[config.mk]
export PLATFORM = sky130hd
export DESIGN_NAME = mem_access_unit
export DESIGN_NICKNAME = d
export VERILOG_FILES = /design/src/rtl/mem_pkg.sv /design/src/rtl/load_align.sv /design/src/rtl/mem_access_unit.sv
export SDC_FILE = /design/constraint.sdc
export NUM_CORES = 1
export LEC_CHECK = 0
export BUFFER_PORTS_ARGS = -buffer_cell sky130_fd_sc_hd__buf_2
export CAP_MARGIN = 0
export CORE_MARGIN = 8
export CORE_UTILIZATION = 41
export CTS_CLUSTER_SIZE = 40
export DETAILED_ROUTE_END_ITERATION = 8
export GPL_ROUTABILITY_DRIVEN = 0
export PLACE_DENSITY = 0.75
export REMOVE_ABC_BUFFERS = 1
export SLEW_MARGIN = 20
export SYNTH_ARGS = -nofsm -noshare
export SYNTH_HDL_FRONTEND = slang
export SYNTH_SLANG_ARGS = --single-unit
[constraint.sdc]
create_clock -name clk -period 11.8 [get_ports clk]
set_input_delay 2.36 -clock clk [delete_from_list [all_inputs] [get_ports clk]]
set_output_delay 2.36 -clock clk [all_outputs]
set_load 0.01 [all_outputs]
[src/rtl/mem_pkg.sv]
// mem_pkg: shared encodings for the memory access unit (memwrite, ltype, FSM states)
package mem_pkg;
  localparam logic [1:0] MW_NONE  = 2'b00;
  localparam logic [1:0] MW_WORD  = 2'b01;
  localparam logic [1:0] MW_BYTE  = 2'b10;
  localparam logic [1:0] MW_DWORD = 2'b11;
  localparam logic [1:0] LT_WORD  = 2'b00;
  localparam logic [1:0] LT_BYTEU = 2'b01;
  localparam logic [1:0] LT_BYTES = 2'b10;
  typedef enum logic [1:0] {IDLE, BEAT0, BEAT1, DONE} mau_state_t;
endpackage

[src/rtl/load_align.sv]
// load_align: builds the 64-bit load result from beat words lo/hi, byte offset off, ltype and dtype
module load_align
  import mem_pkg::*;
(
  input  logic [31:0] lo,
  input  logic [31:0] hi,
  input  logic [1:0]  off,
  input  logic [1:0]  ltype,
  input  logic        dtype,
  output logic [63:0] result
);
  logic [7:0] b;
  assign b = lo[{off, 3'b000} +: 8];
  always_comb begin
    result = dtype ? {hi, lo} :
             ltype == LT_BYTEU ? {56'd0, b} :
             ltype == LT_BYTES ? {{56{b[7]}}, b} :
             {{32{lo[31]}}, lo};
  end
endmodule

[src/rtl/mem_access_unit.sv]
// mem_access_unit: load/store sequencer onto a 32-bit req/ack memory; ports: clk, reset, acc_* request, rdata/acc_done/acc_err/busy, mem_* bus
module mem_access_unit
  import mem_pkg::*;
#(
  parameter int ADDR_W = 32,
  parameter int XLEN   = 64
) (
  input  logic              clk,
  input  logic              reset,
  input  logic              acc_valid,
  input  logic [1:0]        memwrite,
  input  logic [1:0]        ltype,
  input  logic              dtype,
  input  logic [ADDR_W-1:0] addr,
  input  logic [XLEN-1:0]   wdata,
  output logic [XLEN-1:0]   rdata,
  output logic              acc_done,
  output logic              acc_err,
  output logic              busy,
  output logic              mem_req,
  output logic              mem_we,
  output logic [3:0]        mem_be,
  output logic [ADDR_W-1:0] mem_addr,
  output logic [31:0]       mem_wdata,
  input  logic [31:0]       mem_rdata,
  input  logic              mem_ack
);
  mau_state_t state_q, state_d;
  logic [1:0] mw_q, mw_d, lt_q, lt_d;
  logic dw_q, dw_d, err_q, err_d;
  logic [ADDR_W-1:0] addr_q, addr_d;
  logic [XLEN-1:0] wdata_q, wdata_d, rdata_q, rdata_d;
  logic [31:0] lo_q, lo_d, hi_q, hi_d;
  logic [63:0] aligned;
  logic dw_in, byte_in, mis_in, load_ok;
  assign dw_in   = memwrite == MW_DWORD || (memwrite == MW_NONE && dtype);
  assign byte_in = memwrite == MW_BYTE ||
                   (memwrite == MW_NONE && !dtype && (ltype == LT_BYTEU || ltype == LT_BYTES));
  assign mis_in  = dw_in ? |addr[2:0] : !byte_in && |addr[1:0];
  assign load_ok = mw_q == MW_NONE && !err_q;
  load_align u_align (
    .lo(lo_q), .hi(hi_q), .off(addr_q[1:0]), .ltype(lt_q), .dtype(dw_q), .result(aligned)
  );
  always_comb begin
    state_d = state_q;
    mw_d    = mw_q;
    lt_d    = lt_q;
    dw_d    = dw_q;
    err_d   = err_q;
    addr_d  = addr_q;
    wdata_d = wdata_q;
    rdata_d = rdata_q;
    lo_d    = lo_q;
    hi_d    = hi_q;
    case (state_q)
      IDLE: if (acc_valid) begin
        mw_d    = memwrite;
        lt_d    = ltype;
        dw_d    = dw_in;
        err_d   = mis_in;
        addr_d  = addr;
        wdata_d = wdata;
        state_d = mis_in ? DONE : BEAT0;
      end
      BEAT0: if (mem_ack) begin
        lo_d    = mem_rdata;
        state_d = dw_q ? BEAT1 : DONE;
      end
      BEAT1: if (mem_ack) begin
        hi_d    = mem_rdata;
        state_d = DONE;
      end
      DONE: begin
        rdata_d = load_ok ? XLEN'(aligned) : rdata_q;
        state_d = IDLE;
      end
      default: state_d = IDLE;
    endcase
  end
  always_ff @(posedge clk or posedge reset) begin
    if (reset) begin
      state_q <= IDLE;
      mw_q    <= MW_NONE;
      lt_q    <= LT_WORD;
      dw_q    <= 1'b0;
      err_q   <= 1'b0;
      addr_q  <= '0;
      wdata_q <= '0;
      rdata_q <= '0;
      lo_q    <= '0;
      hi_q    <= '0;
    end else begin
      state_q <= state_d;
      mw_q    <= mw_d;
      lt_q    <= lt_d;
      dw_q    <= dw_d;
      err_q   <= err_d;
      addr_q  <= addr_d;
      wdata_q <= wdata_d;
      rdata_q <= rdata_d;
      lo_q    <= lo_d;
      hi_q    <= hi_d;
    end
  end
  // the load result is presented during DONE itself and held afterwards from rdata_q
  assign rdata     = (state_q == DONE && load_ok) ? XLEN'(aligned) : rdata_q;
  assign acc_done  = state_q == DONE;
  assign acc_err   = acc_done && err_q;
  assign busy      = state_q != IDLE;
  assign mem_req   = state_q == BEAT0 || state_q == BEAT1;
  assign mem_we    = mem_req && mw_q != MW_NONE;
  assign mem_be    = !mem_req ? 4'b0000 : mw_q == MW_BYTE ? 4'b0001 << addr_q[1:0] : 4'b1111;
  // doubleword addresses are 8-aligned, so the second beat just sets bit 2
  assign mem_addr  = {addr_q[ADDR_W-1:3], addr_q[2] | (state_q == BEAT1), 2'b00};
  assign mem_wdata = mw_q == MW_BYTE ? {4{wdata_q[7:0]}} :
                     state_q == BEAT1 ? wdata_q[63:32] : wdata_q[31:0];
endmodule

# Word-level counts from Yosys, hierarchy flattened
# Index checks and enable logic that the tools add are counted.
# totals
ff_bits	232
out_inout_bits	137
elab_cells	68
# op_classes
eq_ne	13
shifts	2
muxes	15
bitwise_logic	1
reduce_logical	27
# op_table
cell	n
$mux 64	4
$mux 32	2
$shiftx 32x6->8	1
$eq 2x2->1 const B	7
$logic_and 1x1->1	8
$mux 2	4
$mux 4	2
$pmux 2 s4	1
$reduce_and 2->1	4
$eq 2x1->1 const B	3
$logic_not 2->1	3
$ne 2x2->1 const B	3
$logic_or 1x1->1	4
$reduce_bool 2->1	2
$shl 1x2->4 const A	1
$logic_not 1->1	3
$reduce_and 3->1	1
$reduce_or 3->1	1
$mux 1	2
$reduce_or 2->1	1
$or 1x1->1	1

# Logic depth before layout (Yosys ltp)
# depth
word_depth	10
depth_mapped	7
ltp_nobuf	6

# Cells and area by module
# Synthesis repeated with hierarchy kept, for this count alone.
# hier_totals
cells_unflattened	812
hier_area_um2	10954.3
# modules_own_cells
mod	n_inst	cells_each	area_per_inst_um2
mem_access_unit	1	637	9887.0
load_align	1	175	1067.3

# Worst setup path after synthesis
# OpenSTA, ideal clock, no wires.
# synth_timing
path_type	register to output
start	reg state_q[1]
end	out rdata[32]
t_arrival_ns	2.012
setup_slack_ns	7.428
stages_incl_launch_ff	8
path_cell_list	dfrtp_1 -> ha_1 -> or4b_1 -> buf_2 -> or3b_4 -> o311a_4 -> buf_6 -> nand3_1
# synth_via
elab_chain_len	3
# synth_lines
item	line	text
start, declared	mem_access_unit.sv:28	mau_state_t state_q, state_d;
start signal, assigned	mem_access_unit.sv:93	state_q <= state_d;
$eq 2x2->1	n/a	
net acc_done	mem_access_unit.sv:17	output logic acc_done,
$logic_and 1x1->1	mem_access_unit.sv:106	assign rdata = (state_q == DONE && load_ok) ? XLEN'(aligned) : rdata_q;
$mux 64	mem_access_unit.sv:106	
end, declared	mem_access_unit.sv:16	output logic [XLEN-1:0] rdata,
# The timed path passes the listed nets, and every way through them passes these cells.

# Final worst setup path
# layout_timing
start	reg state_q[1]
end	out rdata[38]
# layout_via
elab_chain_len	3
# layout_lines
item	line
$eq 2x2->1	mem_access_unit.sv:106
$logic_and 1x1->1	mem_access_unit.sv:106
$mux 64	mem_access_unit.sv:106
# Every way passes these cells.

==> impl_metrics.yaml <==
outcome:
  outcome: "finished clean"
placed_design:
  dp_hpwl_mm: 18.69
  port_buffers: 271
  placedCellCount: 1332
drt:
  dr.pass1.iters: 4
  top_layer: "met4"
  routed_wl_mm: 26.90
  ant_nets: 0
  wl_met2_mm: 13.78
  detailroute.wirelength.met3_mm: 1.364
  drc: 0
  vias: 7144
  drtIter0Drc: 420
  viasPerCell: 5.166
  wl_met1_mm: 10.98
  wl_per_cell_um: 19.45
worst_hold_path:
  holdPathStages: 2
  hold_start: "rdata_q[58]$_DFFE_PP0P_"
  min_path_type: "reg -> reg"
  min_to: "rdata_q[58]$_DFFE_PP0P_"
timing:
  finalCritPeriodShare: 0.4916
  hold_slack_ps: 474.5
  hold_viol: 0
  min_period_ps: 5800
  setup_tns_ps: 0
  drv_slew: 0
  grt_setup_unrepaired: "false"
  slew_headroom: 0.3775
  finalSetupViolations: 0
  tightest_slew_ps: 930.5
  max_freq_mhz: 172.4
  fin_skew_ps: 11.31
setup_path:
  crit_required_ps: 9440
  reg2reg_from: "state_q[1]$_DFFE_PP0P_"
  critical_path_peak_fanout: 78
  timing.rr.end: "rdata_q[46]$_DFFE_PP0P_"
  crit_type: "reg -> out"
  worstRegToRegCells: 5
  crit_path_end_kind: "primary output"
  cp.arrival_ps: 3440
  cp-start-kind: "flop"
  r2r_setup_slack_ps: 8910
floorplanning:
  row_count: 57
  ios: 274
  die_h_um: 173.2
  coreArea_um2: 24320
  start_util: 0.4166
  dieWidth_um: 173.2
  die_area_um2: 30000
grt:
  grt_util_all_layers: 0.1740
  grt_pass1_vias: 7579
  grt_first_pass_wirelength_mm: 42.67
  grt_max_degree: 147
  overflow: 0
  antenna_found_initial: 2
logic_synthesis:
  synth.distinct_cells: 38
  syn_area_um2: 10130
  synth_edf_count: 0
  ys_async_sr_fraction: 1.000
  synth-seq-cells: 232
  syn_area_per_cell_um2: 12.43
  synth-main-ff-cell: "dfrtp_1"
  synth-seq-area-share: 0.5731
  syn_inst: 815
  yosys_warnings: 0
clocking:
  hold_buffers: 0
  clock_sinks: 232
  cts_buffers: 26
  cts_tree: "yes"
  post-cts-setup-buffer-count: 0
  clockBufferDepth: 3
  cts-resized-gates: 0
  cts-htree-levels: 1
  root_buffer: "clkbuf_16"
  clkTransAtPathRegs_ps: 60
  clk_latency_ps: 520
cells_and_area:
  finalNonFillerCells: 1383
  final_cell_mix: "buf_2, dfrtp_1, mux2_2, a21oi_1, nand3_1"
  nNetsFinal: 1179
  multiInputGateArea_um2: 3866
  seqCellArea_um2: 5806
  layout_commonest_cell: "buf_2"
  area_growth_pct: 22.49
  final_layout_size_suffix_gt1_frac: 0.4891
  fill_cells: 2132
run:
  max_cap_viol_count: 0
power:
  ir_worst_vdd_mv: 0.1704
  p_per_area_nw_per_um2: 312.0
  cellLeakagePower_uw: 0.005962
-- layer usage --
layer	vias up	track usage
met5	-	0
met4	0	0.06360
met3	53	0.03746
met2	198	0.2984
met1	3603	0.2129
li1	3290	-
-- per-stage QoR --
stage | setup WS [ps] | area [um^2] | power [uW] | util
detailed placement | 6497 | 11520 | 3099 | 0.4735
global route | 5784 | 12410 | 4122 | 0.5103
finish | 6000 | 12410 | 3872 | 0.5103
CTS | 5928 | 12370 | 3919 | 0.5088
global placement | 6615 | 11520 | 3039 | 0.4735
floorplan | 3079 | 9672 | 2428 | -
-- critical path, cell delays in order (launching register included) --
cell and delay [ps]:
dfrtp_1 410, ha_1 250, or4b_4 840, or3b_4 680, o311a_4 340, nand3_1 170, buf_2 170
-- how the worst max path moves through the flow --
| stage | end | cells past startpoint | from | slack [ps] |
|---|---|---|---|---|
| after global routing | rdata[62] | 6 | state_q[1]$_DFFE_PP0P_ | 5780 |
| after detailed placement | rdata[46] | 6 | state_q[1]$_DFFE_PP0P_ | 6500 |
| after CTS | rdata[48] | 6 | state_q[1]$_DFFE_PP0P_ | 5930 |
| after global placement | rdata[38] | 6 | state_q[1]$_DFFE_PP0P_ | 6610 |
| final | rdata[38] | 6 | state_q[1]$_DFFE_PP0P_ | 6000 |
| after floorplan | addr_q[0]$_DFFE_PP0P_ | 1 | reset | 3080 |
-- power by group --
group,switching (uW),internal [uW]
logic,904,761
clock network,317,483
registers,216,1190
-- synthesized netlist by cell type, types with 2 or more instances --
cell type / n / area share
a21oi_1: 57 / 0.028
a221o_1: 7 / 0.0069
a22oi_1: 7 / 0.0052
buf_1: 19 / 0.0070
buf_4: 31 / 0.023
buf_6: 3 / 0.0033
clkbuf_1: 32 / 0.012
dfrtp_1: 232 / 0.57
ha_1: 5 / 0.0062
inv_1: 6 / 0.0022
mux2_2: 177 / 0.20
mux2i_1: 25 / 0.025
nand2_1: 42 / 0.016
nand2b_1: 4 / 0.0025
nand3_1: 54 / 0.027
nand3_2: 11 / 0.011
nor2_1: 37 / 0.014
nor2b_1: 5 / 0.0031
nor3_1: 7 / 0.0035
o21a_1: 5 / 0.0037
o21ai_0: 31 / 0.015
xor2_1: 2 / 0.0017
-- cell type report --
cell class / instances / share of cell area
Antenna cell: 2 / 0.0004033
Clock buffer: 40 / 0.06070
Clock inverter: 8 / 0.008369
Inverter: 6 / 0.002420
Multi-Input combinational cell: 492 / 0.3116
Sequential cell: 232 / 0.4678
Tap cell: 324 / 0.03267
Timing Repair Buffer: 279 / 0.1161
-- cells by family (layout without fill, tap and decap cells) --
kind of cell / Yosys count / after routing / synth area share
buf+inv: 92 / 333 / 0.04792
mux: 203 / 203 / 0.2237
flops: 232 / 232 / 0.5731
compound gates: 112 / 112 / 0.06459
xor+xnor: 2 / 2 / 0.001729
simple gates: 168 / 168 / 0.08250
other cells: 1 / 4 / 0.0003702
fa+ha+maj: 5 / 5 / 0.006175
-- registers in the layout, indices dropped and copies added, names as in the netlist --
name,count
lo_q,32
wdata_q,64
mw_q,2
dw_q,1
addr_q,32
state_q,2
err_q,1
lt_q,2
hi_q,32
rdata_q,64
Power figures use the tool's default switching activity.
